**src/rtl/pagerank_pkg.sv**
```systemverilog
// Shared types and widths for the PageRank gather scheduler.
package pagerank_pkg;

    localparam int unsigned PR_DATA_W = 64;
    localparam int unsigned PR_ID_W   = 32;

    typedef enum logic [2:0] {
        StIdle,
        StClear,
        StScatter,
        StDrain,
        StComplete,
        StWaitGather
    } fsm_state_t;

    typedef struct packed {
        logic [PR_DATA_W-1:0] data;
        logic [PR_ID_W-1:0]   dest;
    } pr_update_t;

endpackage

```
**src/rtl/pagerank_gather_scheduler_if.sv**
```systemverilog
// Scatter-thread request bundle: threads drive updates, the scheduler returns grants.
interface pagerank_gather_scheduler_if
    import pagerank_pkg::*;
#(
    parameter int unsigned NUM_THREADS = 4
);

    logic [NUM_THREADS-1:0]                req_valid;
    logic [NUM_THREADS-1:0]                req_ready;
    logic [NUM_THREADS-1:0]                thread_done;
    logic [NUM_THREADS-1:0][PR_DATA_W-1:0] req_data;
    logic [NUM_THREADS-1:0][PR_ID_W-1:0]   req_dest;

    modport master (
        output req_valid,
        output req_data,
        output req_dest,
        output thread_done,
        input  req_ready
    );

    modport slave (
        input  req_valid,
        input  req_data,
        input  req_dest,
        input  thread_done,
        output req_ready
    );

endinterface

```
**src/rtl/pagerank_rr_arbiter.sv**
```systemverilog
// Round-robin arbiter: one-hot grant to the first requester at or after rr_ptr.
module pagerank_rr_arbiter #(
    parameter int unsigned NUM_THREADS = 4
) (
    input  logic                   clock,
    input  logic                   reset,
    input  logic [NUM_THREADS-1:0] req,
    input  logic                   advance,
    output logic [NUM_THREADS-1:0] grant
);

    localparam int unsigned PtrW = (NUM_THREADS > 1) ? $clog2(NUM_THREADS) : 1;

    logic [PtrW-1:0] rr_ptr;
    logic [PtrW-1:0] grant_idx;
    logic [PtrW-1:0] cand;
    logic            found;

    always_comb begin
        grant     = '0;
        grant_idx = '0;
        cand      = '0;
        found     = 1'b0;
        for (int unsigned i = 0; i < NUM_THREADS; i++) begin
            cand = PtrW'((32'(rr_ptr) + i) % NUM_THREADS);
            if (!found && req[cand]) begin
                found     = 1'b1;
                grant_idx = cand;
            end
        end
        if (found) begin
            grant[grant_idx] = 1'b1;
        end
    end

    always_ff @(posedge clock) begin
        if (reset) begin
            rr_ptr <= '0;
        end else if (advance) begin
            rr_ptr <= (32'(grant_idx) + 32'd1 == NUM_THREADS) ? '0 : grant_idx + 1'b1;
        end
    end

endmodule

```
**src/rtl/pagerank_gather_scheduler.sv**
```systemverilog
// Sequences one PageRank gather iteration and funnels thread updates into the accumulator.
module pagerank_gather_scheduler
    import pagerank_pkg::*;
#(
    parameter int unsigned NUM_THREADS    = 4,
    parameter int unsigned NODES_IN_GRAPH = 32
) (
    input  logic                       clock,
    input  logic                       reset,
    input  logic                       start,
    pagerank_gather_scheduler_if.slave thr,
    output logic                       acc_clear,
    output logic [PR_DATA_W-1:0]       page_rank_scatter,
    output logic [PR_ID_W-1:0]         dest_id,
    output logic                       pagerank_ready,
    output logic                       scatter_operation_complete,
    input  logic                       gather_operation_complete,
    output logic                       busy,
    output logic                       iter_done,
    output logic [31:0]                update_count,
    output logic                       range_error
);

    fsm_state_t             state;
    logic [NUM_THREADS-1:0] arb_req;
    logic [NUM_THREADS-1:0] grant;
    logic                   xfer;
    logic                   in_range;
    logic                   scatter_exit;
    pr_update_t             sel;

    assign arb_req = (state == StScatter) ? thr.req_valid : '0;

    pagerank_rr_arbiter #(
        .NUM_THREADS(NUM_THREADS)
    ) u_arb (
        .clock  (clock),
        .reset  (reset),
        .req    (arb_req),
        .advance(xfer),
        .grant  (grant)
    );

    assign thr.req_ready = grant;
    assign xfer          = |grant;
    assign in_range      = sel.dest < NODES_IN_GRAPH;
    // Leave once every thread is done and any valid this cycle is the one being granted.
    assign scatter_exit  = (&thr.thread_done) && ((thr.req_valid & ~grant) == '0);
    assign busy          = (state != StIdle);
    assign iter_done     = (state == StWaitGather) && gather_operation_complete;

    always_comb begin
        sel = '0;
        for (int unsigned t = 0; t < NUM_THREADS; t++) begin
            if (grant[t]) begin
                sel.data = thr.req_data[t];
                sel.dest = thr.req_dest[t];
            end
        end
    end

    always_ff @(posedge clock) begin
        if (reset) begin
            state                      <= StIdle;
            acc_clear                  <= 1'b0;
            scatter_operation_complete <= 1'b0;
            pagerank_ready             <= 1'b0;
            page_rank_scatter          <= '0;
            dest_id                    <= '0;
            update_count               <= '0;
            range_error                <= 1'b0;
        end else begin
            acc_clear                  <= 1'b0;
            scatter_operation_complete <= 1'b0;
            pagerank_ready             <= 1'b0;

            // Out-of-range destinations are consumed but never reach the accumulator.
            if (xfer) begin
                if (in_range) begin
                    pagerank_ready    <= 1'b1;
                    page_rank_scatter <= sel.data;
                    dest_id           <= sel.dest;
                    update_count      <= update_count + 32'd1;
                end else begin
                    range_error <= 1'b1;
                end
            end

            unique case (state)
                StIdle: begin
                    if (start) begin
                        state        <= StClear;
                        acc_clear    <= 1'b1;
                        update_count <= '0;
                        range_error  <= 1'b0;
                    end
                end
                StClear: state <= StScatter;
                StScatter: begin
                    if (scatter_exit) begin
                        state <= StDrain;
                    end
                end
                StDrain: begin
                    state                      <= StComplete;
                    scatter_operation_complete <= 1'b1;
                end
                StComplete: state <= StWaitGather;
                StWaitGather: begin
                    if (gather_operation_complete) begin
                        state <= StIdle;
                    end
                end
                default: state <= StIdle;
            endcase
        end
    end

endmodule

```
**src/flat_wrapper.sv**
```systemverilog
// flat-port wrapper written by rule: the top's interface ports become plain ports
module pagerank_gather_scheduler_flat import pagerank_pkg::*;
#(
    parameter int unsigned NUM_THREADS    = 4,
    parameter int unsigned NODES_IN_GRAPH = 32
)
  (clock, reset, start, acc_clear, page_rank_scatter, dest_id, pagerank_ready, scatter_operation_complete, gather_operation_complete, busy, iter_done, update_count, range_error, thr_req_valid, thr_req_data, thr_req_dest, thr_thread_done, thr_req_ready);
  pagerank_gather_scheduler_if #(.NUM_THREADS(NUM_THREADS)) thr_i ();
  input  logic clock;
  input  logic reset;
  input  logic start;
  output logic acc_clear;
  output logic [PR_DATA_W-1:0] page_rank_scatter;
  output logic [PR_ID_W-1:0] dest_id;
  output logic pagerank_ready;
  output logic scatter_operation_complete;
  input  logic gather_operation_complete;
  output logic busy;
  output logic iter_done;
  output logic [31:0] update_count;
  output logic range_error;
  input wire logic [$bits(thr_i.req_valid)-1:0] thr_req_valid;
  input wire logic [$bits(thr_i.req_data)-1:0] thr_req_data;
  input wire logic [$bits(thr_i.req_dest)-1:0] thr_req_dest;
  input wire logic [$bits(thr_i.thread_done)-1:0] thr_thread_done;
  output wire logic [$bits(thr_i.req_ready)-1:0] thr_req_ready;
  assign thr_i.req_valid = thr_req_valid;
  assign thr_i.req_data = thr_req_data;
  assign thr_i.req_dest = thr_req_dest;
  assign thr_i.thread_done = thr_thread_done;
  assign thr_req_ready = thr_i.req_ready;
  pagerank_gather_scheduler #(.NUM_THREADS(NUM_THREADS), .NODES_IN_GRAPH(NODES_IN_GRAPH)) u_core (.clock(clock), .reset(reset), .start(start), .thr(thr_i), .acc_clear(acc_clear), .page_rank_scatter(page_rank_scatter), .dest_id(dest_id), .pagerank_ready(pagerank_ready), .scatter_operation_complete(scatter_operation_complete), .gather_operation_complete(gather_operation_complete), .busy(busy), .iter_done(iter_done), .update_count(update_count), .range_error(range_error));
endmodule
```
**config.mk**
```make
export PLATFORM = sky130hd
export DESIGN_NAME = pagerank_gather_scheduler_flat
export DESIGN_NICKNAME = d
export VERILOG_FILES = /design/src/rtl/pagerank_pkg.sv /design/src/rtl/pagerank_gather_scheduler_if.sv /design/src/rtl/pagerank_rr_arbiter.sv /design/src/rtl/pagerank_gather_scheduler.sv /design/src/flat_wrapper.sv
export SDC_FILE = /design/constraint.sdc
export NUM_CORES = 1
export LEC_CHECK = 0
export CORE_AREA = 4 4 208 210
export CTS_BUF_LIST = sky130_fd_sc_hd__clkbuf_4 sky130_fd_sc_hd__clkbuf_8
export DETAILED_ROUTE_END_ITERATION = 6
export DIE_AREA = 0 0 212 214
export REMOVE_ABC_BUFFERS = 1
export SYNTH_ARGS = -nofsm -noshare
export SYNTH_HDL_FRONTEND = slang
export SYNTH_SLANG_ARGS = --single-unit
```
**constraint.sdc**
```tcl
create_clock -name clock -period 12.3 [get_ports clock]
set_input_delay 2.46 -clock clock [delete_from_list [all_inputs] [get_ports clock]]
set_output_delay 2.46 -clock clock [all_outputs]
set_load 0.01 [all_outputs]
```
# ---- Word level (Yosys, flattened, before mapping)
# Index checks and enable logic that the tools add are counted.
# Widths: inputs -> output; s select.
dict set report totals {
  regBits 137
  output_inout_bits 138
}
dict set report classes {
  addsub 6
  order_cmp 7
  eq_ne 9
  mux 40
  bitwise_logic 4
  reduce_logical 18
}
# cell count
set ops {}
lappend ops {{$mux 96} 4}
lappend ops {{$mux 32} 4}
lappend ops {{$add 32x1->32 const B} 1}
lappend ops {{$lt 32x6->1 const B} 1}
lappend ops {{$pmux 3 s6} 1}
lappend ops {{$mux 1} 16}
lappend ops {{$lt 2x3->1 const B} 5}
lappend ops {{$mux 2} 5}
lappend ops {{$eq 3x3->1 const B} 3}
lappend ops {{$mux 3} 3}
lappend ops {{$bmux 1 s2} 4}
lappend ops {{$mux 4} 2}
lappend ops {{$eq 3x2->1 const B} 2}
lappend ops {{$logic_and 1x1->1} 6}
lappend ops {{$add 2x1->2 const B} 2}
lappend ops {{$add 2x2->2 const B} 2}
lappend ops {{$and 4x4->4} 1}
lappend ops {{$logic_not 4->1} 1}
lappend ops {{$ne 2x2->1 const B} 2}
lappend ops {{$not 4->4} 1}
lappend ops {{$reduce_and 4->1} 1}
lappend ops {{$reduce_or 2->1} 2}
lappend ops {{$reduce_or 4->1} 1}
lappend ops {{$add 2x1->3 const B} 1}
lappend ops {{10 further kinds} 13}

# ---- Logic depth before layout (Yosys ltp)
dict set report logic_depth {
  depth_word 28
  mapped_depth 19
}

# ---- Hierarchy
# From an unflattened synthesis, not the netlist that was laid out.
dict set report unflattened {
  hier_cells 897
  hier_area_um2 7882.6
}
# module instances cells_each area_per_inst_um2
set by_module_without_submodules {}
lappend by_module_without_submodules {pagerank_gather_scheduler 1 868 7639.8}
lappend by_module_without_submodules {pagerank_rr_arbiter 1 29 242.7}

# ---- Least setup slack after synthesis
# No wires, ideal clock.
dict set report synth_timing {
  path_type {input-to-output}
  startpoint {in thr_req_valid[2]}
  endpoint {out thr_req_ready[2]}
  arrival_ps 4610
  setup_slack_ps 5230
  cell_stages 11
  path_buffers 4
  path_cell_list {nor2b_1 -> mux4_2 -> nor3b_1 -> inv_1 -> ha_1 -> buf_4 -> buf_4 -> buf_4 -> nand2_1 -> inv_2 -> clkbuf_1}
}
dict set report synth_via {
  elab_chain_len 18
  elab_cells_between_ends 29
  cone_classes {order compare (2); mux (20); reduce/logical (7)}
}
# item line_no
set synth_lines {}
lappend synth_lines {{start: declaration} flat_wrapper.sv:22} ;# input wire logic [$bits(thr_i.req_valid)-1:0] thr_req_valid;
lappend synth_lines {{$mux 4 *} pagerank_gather_scheduler.sv:32} ;# assign arb_req = (state == StScatter) ? thr.req_valid : '0;
lappend synth_lines {{$bmux 1 s2} pagerank_rr_arbiter.sv:26} ;# if (!found && req[cand]) begin
lappend synth_lines {{$mux 1 (not written as such)} pagerank_rr_arbiter.sv:26}
lappend synth_lines {{$mux 1} pagerank_rr_arbiter.sv:26}
lappend synth_lines {{$logic_not 1->1} pagerank_rr_arbiter.sv:26}
lappend synth_lines {{$logic_and 1x1->1} pagerank_rr_arbiter.sv:26}
lappend synth_lines {{$mux 1} pagerank_rr_arbiter.sv:26}
lappend synth_lines {{$logic_not 1->1} pagerank_rr_arbiter.sv:26}
lappend synth_lines {{[... 2 more ...]} -}
lappend synth_lines {{$logic_not 1->1} pagerank_rr_arbiter.sv:26}
lappend synth_lines {{$logic_and 1x1->1} pagerank_rr_arbiter.sv:26}
lappend synth_lines {{$mux 2} pagerank_rr_arbiter.sv:26}
lappend synth_lines {{$lt 2x3->1 (not written as such) / $ge 2x1->1 (equally long branches)} pagerank_rr_arbiter.sv:32} ;# grant[grant_idx] = 1'b1;
lappend synth_lines {{$logic_and 1x1->1 (not written as such)} pagerank_rr_arbiter.sv:32}
lappend synth_lines {{$mux 1 (not written as such)} pagerank_rr_arbiter.sv:32}
lappend synth_lines {{$demux 1 s2} pagerank_rr_arbiter.sv:32}
lappend synth_lines {{$mux 4 *} pagerank_rr_arbiter.sv:31} ;# if (found) begin
lappend synth_lines {{end: declaration} flat_wrapper.sv:26} ;# output wire logic [$bits(thr_i.req_ready)-1:0] thr_req_ready;
# Every way passes the cells marked *; elsewhere a longest branch is shown, timed or not. The select of a mux whose other input is x is not followed.

# ---- Final worst setup path
dict set report layout_timing {
  startpoint {in thr_req_valid[1]}
  endpoint {out thr_req_ready[1]}
}
# Same word-level chain as after synthesis.

==> flow_summary.ini <==
[worst_setup_path]
critical_path.most_common_cell = clkdlybuf4s50_1
cp.depth = 8
ff2ff_path_depth = 15
crit_path_end_kind = output port
rrSetupSlack_ns = 6.33
critPathSlowestCell = ha_1
cp_num_buf_inv = 3
critPathMaxStageDelay_ns = 0.99
arrival_ns = 6.20
worstSetupPathType = input pin to output port
critical_path_required_ns = 9.84
path_max_fanout = 33
worstPathCellList = clkdlybuf4s50_1 > nor2b_1 > mux4_2 > nor3b_1 > ha_1 > inv_1 > nor2_4 > clkdlybuf4s50_1
critical-path-top-delay-family = buffers and inverters
crit_path_start_kind = input pin

[sta]
slew_headroom_pct = 24.9
hold_viol = 0
fmax_ghz = 0.115
post-route-min-period_ns = 8.66
fin_ws_ns = 3.64
tightest_slew_ns = 1.13
finalCritPeriodShare_pct = 70.4
slew_violations = 0
skew_ns = 0.0135
setup_violations = 0
grt_setup_unrepaired = false

[yosys]
ys.flop_type = dfxtp_1
synth_edf_count = 0
synth.top_cell.area_share_pct = 34.7
synth_seq_area_share_pct = 34.7
async_flop_share_pct = 0
netlist_instances = 1014
yosysWarnings = 0
synth.distinct_cells = 54
netlist_area_sq_um = 7900
syn_area_per_cell_sq_um = 7.79
synth_top_area_cell = dfxtp_1
synth_seq_cells = 137
synth_area_leaders = dfxtp_1, a21oi_1, a221oi_1

[global_routing]
antenna_found_initial = 1
grt_max_degree = 86
grt_pass1_vias = 9913
grt_pass1_wl_microns = 59700
grt-ovfl-total = 0
grt_usage_pct = 16.8

[clocking]
insertion_delay_ns = 0.47
hold_buffers = 0
cts.sinks = 137
postCtsSetupRepairBufs = 0
cts_max_path_buffers = 2
cts_tree = built
htreeDepth = 4
clk_pin_slew_worst_paths_ns = 0.09
cts_resized = 0
cts_buffers = 17
cts_root_buffer = clkbuf_8

[final_layout]
fillCellCount = 4418
areaGrowthSynthToFinish_pct = 76.9
register_area_sq_um = 2740
nets = 1870
drive_above_1_share_pct = 4.32
num_antenna_cells = 0
multi_input_area_sq_um = 4660

[power]
swShare_pct = 36.7
power_mw = 1.23
power_frac_comb_pct = 34.0
cellPowerDensity_nw_per_um2 = 88.3
p_sw_mw = 0.452
clock_power_share_pct = 29.1
p_int_mw = 0.782
vdd_drop_max_mv = 0.0688
seqPwrFrac_pct = 36.9
p_leak_nw = 4.45

[route]
via_per_inst = 4.99
ant_nets = 0
drcViolationCount = 0
dr.first_iter.drc_count = 657
wl_per_cell_microns = 20.0
finalWirelength_microns = 40400
num_vias = 10100
drtPass1Iterations = 5

[placed_design]
io_buffer_count = 533
dpl.hpwl_microns = 30700
gp_congestion = 0.930
dp_worst_setup_slack_ns = 3.58

[floorplanning]
rows = 75
die_area_sq_um = 45400
start_util_pct = 19.0
num_io_pins = 534
fp.dieW_microns = 212
die_h_microns = 214
core_area_sq_um = 41600

[worst_hold_path]
holdPathStages = 1
min_path_type = flop to flop

[status]
outcome = finished clean

[job]
cap_violations = 0
[layout by cell type (no fill, tap or decap), types with 15 or more instances in the layout]
cell type,instances
clkdlybuf4s50_1,532
a21oi_1,187
dfxtp_1,137
nor2_1,88
o21ai_0,80
a221oi_1,76
a311oi_1,70
or4_1,31
o31ai_1,30
and2_1,29
nand2_1,28
buf_4,18
clkbuf_8,17
inv_1,15
nand3_1,15
[registers in the layout, summed over array words and instances (netlist names), 2 cells and up]
signal and flops:
u_core.page_rank_scatter 64, u_core.dest_id 32, u_core.update_count 32, u_core.state 3, u_core.u_arb.rr_ptr 2
[worst register-to-register path, delay by kind of cell (launching register included)]
kind	cells	cell delay (ns)
flops	1	0.49
simple gates	4	1.08
buf+inv	4	1.75
fa+ha+maj	1	0.99
compound gates	6	1.58
[logic make-up after synthesis]
logic type / after synthesis / synth area share [%]
compound gates: 487 / 40.7
simple gates: 252 / 16.8
flops: 137 / 34.7
buf+inv: 131 / 6.62
fa+ha+maj: 5 / 0.792
xor+xnor: 1 / 0.111
mux: 1 / 0.285
[metrics by stage]
step                      utilization, %  setup TNS (ns)  area [sq um]  cells  hold WS, ns
after floorplan                        -          -24.46          7440    900        0.472
after global placement              32.7               0         13600   1989        0.442
after detailed placement            32.7               0         13600   1989        0.445
after CTS                           33.6               0         14000   2021        0.471
after global routing                33.6               0         14000   2021        0.484
final                               33.6               0         14000   2021        0.464
[power groups by stage]
stage / sequential (mW) / clock [mW] / combinational [mW]
2_1_floorplan: 0.465 / 0 / 0.183
3_3_place_gp: 0.465 / 0 / 0.417
3_5_place_dp: 0.465 / 0 / 0.422
4_1_cts: 0.455 / 0.378 / 0.424
5_1_grt: 0.456 / 0.395 / 0.458
6_report: 0.455 / 0.359 / 0.420
[final timing paths]
kind / startpoint / endpoint
worst max-delay path: thr_req_valid[1] / thr_req_ready[1]
worst min-delay path: u_core.dest_id[23]$_SDFFE_PP0P_ / u_core.dest_id[23]$_SDFFE_PP0P_
worst max register to register: u_core.state[1]$_SDFFE_PP0P_ / u_core.page_rank_scatter[4]$_SDFFE_PP0P_
worst min register to register: u_core.dest_id[23]$_SDFFE_PP0P_ / u_core.dest_id[23]$_SDFFE_PP0P_
[final cells by class]
| class | count | share of cell area (%) |
|---|---|---|
| timing repair buffer | 550 | 39.1 |
| clock inverter | 15 | 0.949 |
| clock buffer | 17 | 1.67 |
| tap | 539 | 4.83 |
| multi-input combinational | 746 | 33.4 |
| inverter | 17 | 0.457 |
| sequential | 137 | 19.6 |
[synthesized netlist by cell type (all sizes together) (7+ instances only)]
library cell  number
nor2              90
and2              30
clkbuf            91
nor4               9
nand4              7
o31ai             30
or4               31
dfxtp            137
o21ai             80
nand2             30
inv               17
a21oi            187
a311oi            70
buf               23
a221oi            76
nand3             15
nor3               8
[metal layers]
| layer | share of wire (%) | routed length (microns) | global-route usage [%] | vias up |
|---|---|---|---|---|
| met5 | 0 | 0 | 0 | - |
| met4 | 2.4 | 989 | 5.06 | 0 |
| met3 | 7.8 | 3160 | 4.61 | 45 |
| met2 | 48 | 19500 | 28.2 | 430 |
| met1 | 41 | 16700 | 21.0 | 4709 |
| li1 | - | - | - | 4894 |
Power figures use the tool's default switching activity.
